$ cat src/rtl/cpu_pkg.sv
// Shared CPU definitions: ALU opcode encodings, datapath widths,
// skid-buffer state encoding and the operand-stage op bundle.
package cpu_pkg;

    localparam int unsigned XLEN      = 64;
    localparam int unsigned REG_IDX_W = 5;
    localparam int unsigned ALU_OP_W  = 4;

    typedef enum logic [ALU_OP_W-1:0] {
        ALU_ADD  = 4'b0000,
        ALU_SUB  = 4'b0001,
        ALU_SLT  = 4'b1011,
        ALU_SLTU = 4'b1100,
        ALU_SLL  = 4'b1101,
        ALU_SRL  = 4'b1110,
        ALU_SRA  = 4'b1111
    } alu_op_e;

    typedef enum logic [1:0] {
        EMPTY = 2'd0,
        ONE   = 2'd1,
        FULL  = 2'd2
    } skid_state_e;

    // One fully resolved ALU operation as held in the head/skid entries.
    typedef struct packed {
        logic [ALU_OP_W-1:0]  alu_op;
        logic                 is_32bit;
        logic [XLEN-1:0]      a;
        logic [XLEN-1:0]      b;
        logic [XLEN-1:0]      store_data;
        logic [XLEN-1:0]      pc;
        logic [REG_IDX_W-1:0] rd_idx;
        logic                 rd_we;
    } op_bundle_t;

endpackage

$ cat src/rtl/operand_fwd_mux.sv
// Combinational bypass for one source operand: MEM beats WB beats regfile.
// Register x0 never forwards.
module operand_fwd_mux
    import cpu_pkg::*;
(
    input  logic [REG_IDX_W-1:0] i_idx,
    input  logic [XLEN-1:0]      i_rf_data,
    input  logic                 i_mem_we,
    input  logic [REG_IDX_W-1:0] i_mem_rd,
    input  logic [XLEN-1:0]      i_mem_data,
    input  logic                 i_wb_we,
    input  logic [REG_IDX_W-1:0] i_wb_rd,
    input  logic [XLEN-1:0]      i_wb_data,
    output logic [XLEN-1:0]      o_data
);

    logic w_idx_nz;
    logic w_mem_hit;
    logic w_wb_hit;

    assign w_idx_nz  = (i_idx != '0);
    assign w_mem_hit = i_mem_we && (i_mem_rd == i_idx) && w_idx_nz;
    assign w_wb_hit  = i_wb_we  && (i_wb_rd  == i_idx) && w_idx_nz;

    // Priority select: youngest producer (MEM) wins.
    always_comb begin
        o_data = i_rf_data;
        if (w_mem_hit) begin
            o_data = i_mem_data;
        end else if (w_wb_hit) begin
            o_data = i_wb_data;
        end
    end

endmodule

$ cat src/rtl/alu_operand_stage.sv
// ID->EX operand stage: forwarding, A/B operand select and a 2-entry
// skid buffer (EMPTY/ONE/FULL) with registered in_ready.
// Build option: define FORWARDING_EN to enable MEM/WB bypassing; otherwise
// the fwd_* inputs are ignored and operands come straight from the regfile.
module alu_operand_stage
    import cpu_pkg::*;
(
    input  logic                 clk,
    input  logic                 rst_n,
    input  logic                 flush,
    input  logic                 in_valid,
    output logic                 in_ready,
    input  logic [XLEN-1:0]      in_pc,
    input  logic [REG_IDX_W-1:0] in_rs1_idx,
    input  logic [REG_IDX_W-1:0] in_rs2_idx,
    input  logic [XLEN-1:0]      in_rs1_data,
    input  logic [XLEN-1:0]      in_rs2_data,
    input  logic [XLEN-1:0]      in_imm,
    input  logic [ALU_OP_W-1:0]  in_alu_op,
    input  logic                 in_is_32bit,
    input  logic                 in_src_a_pc,
    input  logic                 in_src_b_imm,
    input  logic [REG_IDX_W-1:0] in_rd_idx,
    input  logic                 in_rd_we,
    input  logic                 fwd_mem_we,
    input  logic [REG_IDX_W-1:0] fwd_mem_rd,
    input  logic [XLEN-1:0]      fwd_mem_data,
    input  logic                 fwd_wb_we,
    input  logic [REG_IDX_W-1:0] fwd_wb_rd,
    input  logic [XLEN-1:0]      fwd_wb_data,
    output logic                 out_valid,
    input  logic                 out_ready,
    output logic [ALU_OP_W-1:0]  alu_op,
    output logic [XLEN-1:0]      input_alu_A,
    output logic [XLEN-1:0]      input_alu_B,
    output logic                 is_32bit,
    output logic [XLEN-1:0]      out_store_data,
    output logic [XLEN-1:0]      out_pc,
    output logic [REG_IDX_W-1:0] out_rd_idx,
    output logic                 out_rd_we
);

    logic [XLEN-1:0] w_rs1_fwd;
    logic [XLEN-1:0] w_rs2_fwd;
    op_bundle_t      w_new;
    op_bundle_t      r_head;
    op_bundle_t      r_skid;
    op_bundle_t      w_head_nxt;
    op_bundle_t      w_skid_nxt;
    skid_state_e     r_state;
    skid_state_e     w_state_nxt;
    logic            r_in_ready;
    logic            w_accept;
    logic            w_pop;

`ifdef FORWARDING_EN
    operand_fwd_mux u_fwd_rs1 (
        .i_idx      (in_rs1_idx),
        .i_rf_data  (in_rs1_data),
        .i_mem_we   (fwd_mem_we),
        .i_mem_rd   (fwd_mem_rd),
        .i_mem_data (fwd_mem_data),
        .i_wb_we    (fwd_wb_we),
        .i_wb_rd    (fwd_wb_rd),
        .i_wb_data  (fwd_wb_data),
        .o_data     (w_rs1_fwd)
    );

    operand_fwd_mux u_fwd_rs2 (
        .i_idx      (in_rs2_idx),
        .i_rf_data  (in_rs2_data),
        .i_mem_we   (fwd_mem_we),
        .i_mem_rd   (fwd_mem_rd),
        .i_mem_data (fwd_mem_data),
        .i_wb_we    (fwd_wb_we),
        .i_wb_rd    (fwd_wb_rd),
        .i_wb_data  (fwd_wb_data),
        .o_data     (w_rs2_fwd)
    );
`else
    // Hazard unit stalls instead of bypassing; indices and fwd_* are unused.
    logic w_unused_fwd;
    assign w_unused_fwd = ^{in_rs1_idx, in_rs2_idx, fwd_mem_we, fwd_mem_rd,
                            fwd_mem_data, fwd_wb_we, fwd_wb_rd, fwd_wb_data};
    assign w_rs1_fwd = in_rs1_data;
    assign w_rs2_fwd = in_rs2_data;
`endif

    // Assemble the incoming op with operand selection resolved now.
    always_comb begin
        w_new            = '0;
        w_new.alu_op     = in_alu_op;
        w_new.is_32bit   = in_is_32bit;
        w_new.a          = in_src_a_pc  ? in_pc  : w_rs1_fwd;
        w_new.b          = in_src_b_imm ? in_imm : w_rs2_fwd;
        w_new.store_data = w_rs2_fwd;
        w_new.pc         = in_pc;
        w_new.rd_idx     = in_rd_idx;
        w_new.rd_we      = in_rd_we;
    end

    assign w_accept = in_valid && r_in_ready;
    assign w_pop    = (r_state != EMPTY) && out_ready;

    // Skid-buffer next state and entry updates; flush overrides everything.
    always_comb begin
        w_state_nxt = r_state;
        w_head_nxt  = r_head;
        w_skid_nxt  = r_skid;
        if (flush) begin
            w_state_nxt = EMPTY;
        end else begin
            case (r_state)
                EMPTY: begin
                    if (w_accept) begin
                        w_state_nxt = ONE;
                        w_head_nxt  = w_new;
                    end
                end
                ONE: begin
                    if (w_accept && w_pop) begin
                        w_head_nxt = w_new;
                    end else if (w_accept) begin
                        w_state_nxt = FULL;
                        w_skid_nxt  = w_new;
                    end else if (w_pop) begin
                        w_state_nxt = EMPTY;
                    end
                end
                FULL: begin
                    if (w_pop) begin
                        w_state_nxt = ONE;
                        w_head_nxt  = r_skid;
                    end
                end
                default: begin
                    w_state_nxt = EMPTY;
                end
            endcase
        end
    end

    // State, entries and registered in_ready.
    always_ff @(posedge clk or negedge rst_n) begin
        if (!rst_n) begin
            r_state    <= EMPTY;
            r_head     <= '0;
            r_skid     <= '0;
            r_in_ready <= 1'b1;
        end else begin
            r_state    <= w_state_nxt;
            r_head     <= w_head_nxt;
            r_skid     <= w_skid_nxt;
            r_in_ready <= (w_state_nxt != FULL);
        end
    end

    assign in_ready       = r_in_ready;
    assign out_valid      = (r_state != EMPTY);
    assign alu_op         = r_head.alu_op;
    assign input_alu_A    = r_head.a;
    assign input_alu_B    = r_head.b;
    assign is_32bit       = r_head.is_32bit;
    assign out_store_data = r_head.store_data;
    assign out_pc         = r_head.pc;
    assign out_rd_idx     = r_head.rd_idx;
    assign out_rd_we      = r_head.rd_we;

endmodule

$ cat config.mk
export PLATFORM = sky130hd
export DESIGN_NAME = alu_operand_stage
export DESIGN_NICKNAME = d
export VERILOG_FILES = /design/src/rtl/cpu_pkg.sv /design/src/rtl/operand_fwd_mux.sv /design/src/rtl/alu_operand_stage.sv
export SDC_FILE = /design/constraint.sdc
export NUM_CORES = 1
export LEC_CHECK = 0
export ABC_AREA = 1
export BUFFER_PORTS_ARGS = -buffer_cell sky130_fd_sc_hd__buf_2
export CORE_AREA = 8 8 261 263
export CTS_BUF_LIST = sky130_fd_sc_hd__clkbuf_8
export CTS_CLUSTER_SIZE = 20
export DETAILED_ROUTE_END_ITERATION = 7
export DIE_AREA = 0 0 269 271
export GPL_ROUTABILITY_DRIVEN = 1
export HOLD_SLACK_MARGIN = 0.02
export PLACE_DENSITY = 0.74
export SLEW_MARGIN = 40
export SYNTH_ARGS = -nofsm -noshare
export SYNTH_HDL_FRONTEND = slang
export SYNTH_HIERARCHICAL = 1
export SYNTH_SLANG_ARGS = --single-unit
$ cat constraint.sdc
create_clock -name clk -period 2.7 [get_ports clk]
set_clock_uncertainty 0.15 [all_clocks]
set_input_delay 0.135 -clock clk [delete_from_list [all_inputs] [get_ports clk]]
set_output_delay 0.135 -clock clk [all_outputs]
set_load 0.05 [all_outputs]
=== After elaboration in Yosys (flattened, before gate mapping) ===
Cells that the tools add are included.

* Flip-flop bits (word level): 537
* Word-level logic and storage cells: 47

* Eq/ne operators: 6
* Muxes and demuxes: 13
* Bitwise logic cells: 2
* Reduce and logical (&&, ||, !) cells: 8

{| class="wikitable"
|+ Operators with widths
! cell !! number
|-
| $mux W267 || 3
|-
| $pmux W267 S3 || 1
|-
| $mux W64 || 2
|-
| $mux W2 || 6
|-
| $ne A2 B2 Y1 const B || 4
|-
| $pmux W2 S3 || 1
|-
| $reduce_and A5 Y1 || 1
|-
| $reduce_and A4 Y1 || 1
|-
| $logic_and A1 B1 Y1 || 3
|-
| $reduce_bool A3 Y1 || 1
|-
| $eq A2 B1 Y1 const B || 1
|-
| $eq A2 B2 Y1 const B || 1
|-
| $logic_not A2 Y1 || 1
|-
| $not A1 Y1 || 2
|-
| $reduce_bool A2 Y1 || 1
|}

=== Logic depth before layout (Yosys ltp) ===
Gate-level depths: netlist of the first run.

* Depth in word-level cells: 8
* Gate-level depth with buffers: 9

=== Least setup slack after synthesis of the first run ===
No wires, ideal clock.

* Kind: flip-flop to flip-flop
* From: register r_in_ready, in the netlist in_ready
* To: register r_skid[252] (netlist bit)
* Arrival time: 1.751 ns
* Path slack: 0.669 ns
* Cell stages (with the launch flop): 9
* Period minus slack after synthesis: 2.031 ns
* Path through: dfstp_2 -> nand2_1 -> nor3_1 -> nand2_1 -> buf_2 -> buf_2 -> buf_2 -> nand2_1 -> o21ai_0

* Longest elaborated chain between the ends: 4

{| class="wikitable"
|+ RTL lines
! item !! RTL line !! source
|-
| from (decl) || alu_operand_stage.sv:52 || <nowiki>logic r_in_ready;</nowiki>
|-
| from (signal assigned) || alu_operand_stage.sv:154 || <nowiki>r_in_ready <= (w_state_nxt != FULL);</nowiki>
|-
| $logic_and A1 B1 Y1 * || alu_operand_stage.sv:102 || <nowiki>assign w_accept = in_valid && r_in_ready;</nowiki>
|-
| $logic_and A1 B1 Y1 || alu_operand_stage.sv:121 || <nowiki>if (w_accept && w_pop) begin</nowiki>
|-
| $not A1 Y1 (no source line) || - ||
|-
| $reduce_and A4 Y1 (no source line) * || - ||
|-
| to (signal assigned) || alu_operand_stage.sv:153 || <nowiki>r_skid <= w_skid_nxt;</nowiki>
|-
| to (decl) || alu_operand_stage.sv:47 || <nowiki>op_bundle_t r_skid;</nowiki>
|}

Every way passes the cells marked *; elsewhere a longest branch is shown, timed or not.
A chain may end at the register's enable or synchronous reset.

=== Worst setup path in the final report of the first run ===
* From: register r_state[1]
* To: output port out_valid

* Longest elaborated chain between the ends: 1

{| class="wikitable"
|+ RTL lines
! item !! RTL line !! source
|-
| from (decl) || alu_operand_stage.sv:50 || <nowiki>skid_state_e r_state;</nowiki>
|-
| from (signal assigned) || alu_operand_stage.sv:151 || <nowiki>r_state <= w_state_nxt;</nowiki>
|-
| $reduce_bool A2 Y1 || alu_operand_stage.sv:159 || <nowiki>assign out_valid = (r_state != EMPTY);</nowiki>
|-
| to (decl) || alu_operand_stage.sv:31 || <nowiki>output logic out_valid,</nowiki>
|}

No other way between the ends.

==> flow_summary.toml, run 1 <==
[pwr]
p_total_mw = 28.2
intPower_mw = 16.8
leakagePower_nw = 20.4
peakVddDrop_mv = 0.573
power_density_mw_per_mm2 = 774
comb_power_share_pct = 32.4
p_sw_mw = 11.4
switching_share_pct = 40.5
p_seq_share_pct = 40.1
p_clk_share_pct = 27.5

[placed_design]
port_buffers = 542
hpwlAfterDp_um = 61800
gp_congestion = 0.866

[critical_path]
endpoint_kind = "primary output"
worstSetupStartpointType = "register"
required_ns = 2.41
cp_max_fo = 90
crit_arrival_ns = 2.15
crit_type = "register to primary output"

[timing]
max_freq_ghz = 0.411
fin_crit_sh_pct = 90.2
finalSetupViolations = 0
rsz0062_at_grt = "no"
hold_viol_final = 0
slew_violations = 0
fin_crit_ns = 2.43
tns_ns = 0
slew_headroom_pct = 46.7
worstMarginPinSlew_ns = 0.799

[yosys]
synth_fp_nets = 4044
ys.flop_type = "dfrtp_1"
yosysMostFrequentCell = "nand2_1"
ys_types = 19
async_flop_share_pct = 100
synth-seq-cells = 537
netlist_area_mm2 = 0.0264
synth_area_leaders = "dfrtp_1, nand2_1, nand3_1"
synth_top_area_share_pct = 50.8
yosysWarnings = 6
yosysSeqAreaShare_pct = 50.9
avgSynthCellArea_um2 = 7.29
synth_enable_flop_cells = 0
synthCells = 3620
synthTopCellsByCount = "nand2_1, dfrtp_1, nand3_1"
yosys.area.top_type = "dfrtp_1"

[global_routing]
met1_usage_pct = 35.2
grt_max_degree = 197
top_usage_layer = "met2"
grt_pass1_vias = 29200
overflow = 0
grtUsageTotal_pct = 27.7
antenna_found_initial = 13
grt_pass1_wl_um = 161000
globalRouteMet2Util_pct = 43.8
grtUsageMet3_pct = 7.82

[floorplanning]
die_h_um = 271
core_area_mm2 = 0.0639
dieArea_mm2 = 0.0729
row_count = 93
start_util_pct = 41.3
die_w_um = 269
io_pins = 693

[drt]
dr_total_vias = 28900
vias_per_cell = 5.32
wirelength_um = 104000
drt_iter0_drc = 3044
antenna_left = 0
first_pass_iters = 7
drc_errors = 0
wl_per_cell_um = 19.1

[clocking]
cts_made_buffers = 94
cts_resized = 0
ctsHtreeMaxLevel = 3
cts_tree = "yes"
insertion_delay_ns = 0.68
max-clock-path-buffers = 3
cts_root_buffer = "clkbuf_8"
clock-sinks = 537
clkTransAtPathRegs_ns = 0.06

[cells_and_area]
area_growth_pct = 37.9
nNetsFinal = 4925
layout-drive-gt1-share_pct = 16.6
fill_cells = 5460

[hold_path]
hold_class = "input pin to register"

[run_status]
status = "finished, final reports clean"

[job]
cap_violations = 0
routing by layer:
metal,vias to the layer above,routed length [um]
met5,-,23
met1,13700,40800
met2,1756,47200
met4,4,3990
li1,13200,-
met3,286,12000
timing repair:
| action | 4_1_cts | 5_1_grt |
|---|---|---|
| endpoints found under the hold margin | 1074 | 0 |
| buffers inserted | 0 | 0 |
| setup endpoints to repair | 0 | 0 |
| hold buffers | 445 | 0 |
cell usage in the layout, fill, tap and decap left out, types with 2 or more instances in the layout:
master         netlist  final
inv_1              261    283
dfrtp_1            536    535
inv_6                0      2
buf_12               0     33
buf_16               0      2
nand2_4              0      2
diode_2              0     10
dlygate4sd3_1        0    444
buf_2              151    541
clkinvlp_4           0      2
nand2_8              0      2
clkbuf_8             0    123
inv_2                4      3
o21ai_0             57     57
nor2_4               0      2
nor2_1               5      3
o21ai_1            200    200
nand4_1            140    140
nand2_1           1739   1737
buf_4                0     25
clkinv_2             0     11
clkinv_8             0      2
nand3_1            408    408
cell type report:
cell class / instances / area (um^2) / share of cell area [%]
clock buffers: 123 / 1690 / 4.65
well taps: 855 / 1070 / 2.94
inverters: 265 / 1000 / 2.75
diodes: 10 / 25.0 / 0.0687
clock inverters: 41 / 239 / 0.656
multi-input cells: 2556 / 10900 / 29.8
repair buffers: 1047 / 8080 / 22.2
flip-flops and latches: 537 / 13400 / 36.9
logic make-up (layout without fill, tap and decap cells):
logic type | Yosys count | in the layout | synth area share [%]
buf+inv | 527 | 1476 | 8.21
flops | 537 | 537 | 50.9
compound gates | 259 | 259 | 4.92
other cells | 0 | 10 | 0
simple gates | 2297 | 2297 | 36.0
path summary, 6_finish.rpt:
check,start,endpoint,slack (ns),depth (start not counted)
hold reg to reg,out_store_data[11]$_DFFE_PN0P_,out_store_data[11]$_DFFE_PN0P_,0.31,2
setup reg to reg,in_ready$_DFF_PN1_,in_ready$_DFF_PN1_,0.27,7
max in group asynchronous,rst_n,out_store_data[17]$_DFFE_PN0P_,1.13,4
hold / removal,in_src_a_pc,r_skid[221]$_DFFE_PN0P_,0.1,5
setup / recovery,r_state[1]$_DFF_PN0_,out_valid,0.27,4
min in group asynchronous,rst_n,input_alu_A[41]$_DFFE_PN0P_,0.60,4
sequential cells by signal, summed over array words and instances (netlist names):
| signal | count |
|---|---|
| out_pc | 64 |
| input_alu_B | 64 |
| r_state | 2 |
| r_skid | 267 |
| out_store_data | 64 |
| out_rd_idx | 5 |
| in_ready | 1 |
| out_rd_we | 1 |
| input_alu_A | 64 |
| alu_op | 4 |
| is_32bit | 1 |
through the flow:
stage / hold WS (ns) / cell area (um^2) / instances / setup slack, ns / util [%]
after floorplan: -0.311 / 26400 / 3620 / 0.669 / -
after global placement: -0.0377 / 30000 / 4814 / 0.642 / 46.9
after detailed placement: -0.0343 / 30000 / 4814 / 0.584 / 46.9
after CTS: 0.0205 / 36400 / 5423 / 0.154 / 56.9
after global routing: 0.0878 / 36400 / 5433 / 0.117 / 57.0
final: 0.0967 / 36400 / 5434 / 0.265 / 57.0
power by group through the flow:
stage | combinational, mW | clock [mW] | sequential [mW]
after floorplan | 2.68 | 0 | 14.3
after global placement | 8.32 | 0 | 11.2
after detailed placement | 8.46 | 0 | 11.3
after CTS | 9.03 | 7.88 | 11.2
after global routing | 9.81 | 8.21 | 11.5
final | 9.14 | 7.75 | 11.3
worst max-delay path: stages (launching register included):
cell     delay (ns)
dfrtp_4        0.50
buf_12         0.40
inv_1          0.16
nand2_1        0.12
buf_2          0.31
No activity file was read; power rests on OpenSTA's default activity.
==> run 2: changes to the inputs <==
- ABC_AREA: 1 -> not set
- CORE_AREA: 8 8 261 263 -> 8 8 260 262
- DIE_AREA: 0 0 269 271 -> 0 0 268 270
- PLACE_DENSITY: 0.74 -> 0.69
- RECOVER_POWER: not set -> 100
==> run 2 against run 1 <==
Against the previous run:
- the run now ends with capacitance limit, slew limit left
- largest cell class unchanged
- worst hold slack worse by 0.0044 ns
- register-to-register slack worse by 0.05 ns
- area after synthesis is 11% lower
- synthesized cell count is 36% lower
- critical path type is now register to register
- sequential power hardly changed
- die area is 0.74% lower
==> flow_summary.toml, run 2 <==
[yosys]
synth_enable_flop_cells = 0
async_flop_share_pct = 100
netlist_area_mm2 = 0.0234
yosysMostFrequentCell = "dfrtp_1"
ys_types = 28
synth-seq-cells = 537
avgSynthCellArea_um2 = 10.1
synth_top_area_share_pct = 57.3
synth_fp_nets = 2743
ys.flop_type = "dfrtp_1"
synth_area_leaders = "dfrtp_1, nand2_1, mux2_4"
yosysSeqAreaShare_pct = 57.4
yosys.area.top_type = "dfrtp_1"
yosysWarnings = 6
synthCells = 2319
synthTopCellsByCount = "dfrtp_1, nand2_1, nor2_1"

[floorplanning]
die_w_um = 268
core_area_mm2 = 0.0636
start_util_pct = 36.8
die_h_um = 270
io_pins = 693
dieArea_mm2 = 0.0724
row_count = 93

[critical_path]
worstSetupStartpointType = "register"
regToRegSetupSlack_ns = 0.21
r2r-end = "r_skid[24]$_DFFE_PN0P_"
crit_type = "register to register"
cp_max_fo = 25
crit_arrival_ns = 2.89
endpoint_kind = "register"
r2r-start = "r_state[1]$_DFF_PN0_"
required_ns = 3.10
rr_worst_depth = 4

[global_routing]
grt_pass1_vias = 21000
antenna_found_initial = 9
grtUsageTotal_pct = 21.2
overflow = 0
grt_pass1_wl_um = 122000
grt_max_degree = 140

[cells_and_area]
fill_cells = 5866
final_util_pct = 49.5
layout-drive-gt1-share_pct = 15.9
final_cell_mix = "dfrtp_1, nand2_1, dlygate4sd3_1"
regMostFlops = "r_skid"
largest_reg_flops = 267
nNetsFinal = 3570
final_common_cell = "dfrtp_1"
area_growth_pct = 34.7

[drt]
vias_per_cell = 4.93
wirelength_um = 78400
dr_total_vias = 20100
antenna_left = 0
drc_errors = 0
drt_iter0_drc = 1218
first_pass_iters = 5
wl_per_cell_um = 19.2

[timing]
layout_setup_ws_ns = 0.213
fin_crit_ns = 2.49
fin_crit_sh_pct = 92.1
slew_headroom_pct = -42.1
finalSetupViolations = 0
worstMarginPinSlew_ns = 2.13
slew_violations = 14
whs_ns = 0.0923
rsz0062_at_grt = "no"
tns_ns = 0
hold_viol_final = 0
max_freq_ghz = 0.402

[hold_path]
hold_path.startpoint = "in_pc[36]"
hold_class = "input pin to register"
hold_depth = 3
holdPathEnd = "r_skid[42]$_DFFE_PN0P_"

[job]
cap_violations = 1

[placed_design]
hpwlAfterDp_um = 50900
port_buffers = 542
gp_congestion = 0.837
pre_cts_ws_ns = 0.248

[clocking]
clkTransAtPathRegs_ns = 0.07
clock-sinks = 537
max-clock-path-buffers = 3
cts_made_buffers = 94
insertion_delay_ns = 0.68
cts_root_buffer = "clkbuf_8"
ctsHtreeMaxLevel = 3
cts_tree = "yes"

[pwr]
peakVddDrop_mv = 0.556
p_total_mw = 26.5
power_density_mw_per_mm2 = 841
leakagePower_nw = 14.7

[run_status]
status = "finished, violations left"
failed_checks = "capacitance limit, slew limit"
-- run 2: cell types whose count changed after synthesis, sizes merged, moves of 36 or more --
cell / delta
mux2i: +128
buf: -122
clkbuf: +36
a21oi: +127
mux2: +139
nand3: -408
nand2: -1206
nand4: -141
a31oi: +139
nor2: +262
inv: -264
-- run 2: routing by layer --
metal | global-route usage [%] | vias up | share of wire (%)
met3 | 7.93 | 160 | 9.4
met5 | 0 | - | 0.054
li1 | - | 9519 | -
met4 | 7.46 | 6 | 3.2
met2 | 33.7 | 752 | 46
met1 | 26.4 | 9695 | 41
-- run 2: repair_timing --
action / in CTS / in global routing
buffers inserted: 0 / 0
hold endpoints to repair: 1073 / 0
hold buffers: 307 / 0
resized for setup: 0 / 0
-- run 2: critical path: stages (launching register included) --
cell and delay, ns:
dfrtp_1 0.46, nand3b_1 0.23, or3b_4 0.68, clkbuf_1 0.43, mux2_2 0.39
-- run 2: layout make-up --
type	count	area, um^2	area share (%)
tap	855	1070	3.39
antenna	7	17.5	0.0555
inverter	1	3.75	0.0119
clock buffer	123	1690	5.37
timing repair buffer	907	6180	19.6
sequential	537	13400	42.6
clock inverter	49	353	1.12
multi-input combinational	1605	8780	27.8
-- run 2: kinds of logic after synthesis --
kind of cell | count (synthesis) | share of synthesized area (%)
AO/OA/AOI/OAI | 527 | 12.1
XOR/XNOR | 1 | 0.0374
flip-flops | 537 | 57.4
AND/OR/NAND/NOR | 810 | 13.1
multiplexers | 267 | 13.7
buffers and inverters | 177 | 3.62
-- run 2: stage by stage --
| step | cell area [um^2] | instances |
|---|---|---|
| finish | 31500 | 4084 |
| global route | 31500 | 4083 |
| CTS | 32400 | 4077 |
| detailed placement | 27200 | 3598 |
| global placement | 27200 | 3598 |
| floorplan | 23400 | 2319 |
-- run 2: worst max-delay path by stage --
stage / cells after the start / slack (ns) / from / endpoint
after global routing: 6 / 0.06 / r_state[1]$_DFF_PN0_ / input_alu_A[28]$_DFFE_PN0P_
after CTS: 4 / 0.21 / r_state[1]$_DFF_PN0_ / r_skid[13]$_DFFE_PN0P_
after global placement: 4 / 0.29 / r_state[1]$_DFF_PN0_ / r_skid[17]$_DFFE_PN0P_
final: 4 / 0.21 / r_state[1]$_DFF_PN0_ / r_skid[24]$_DFFE_PN0P_
after detailed placement: 4 / 0.25 / r_state[1]$_DFF_PN0_ / r_skid[6]$_DFFE_PN0P_
after floorplan: 7 / 0.36 / in_ready$_DFF_PN1_ / r_skid[100]$_DFFE_PN0P_
-- run 2: power breakdown --
group          switching [mW]  leakage (nW)  internal [mW]
Sequential               1.15          6.50           10.1
Combinational            5.30          7.06           1.97
Clock                    3.52          1.16           4.49
Total                    9.98          14.7           16.5
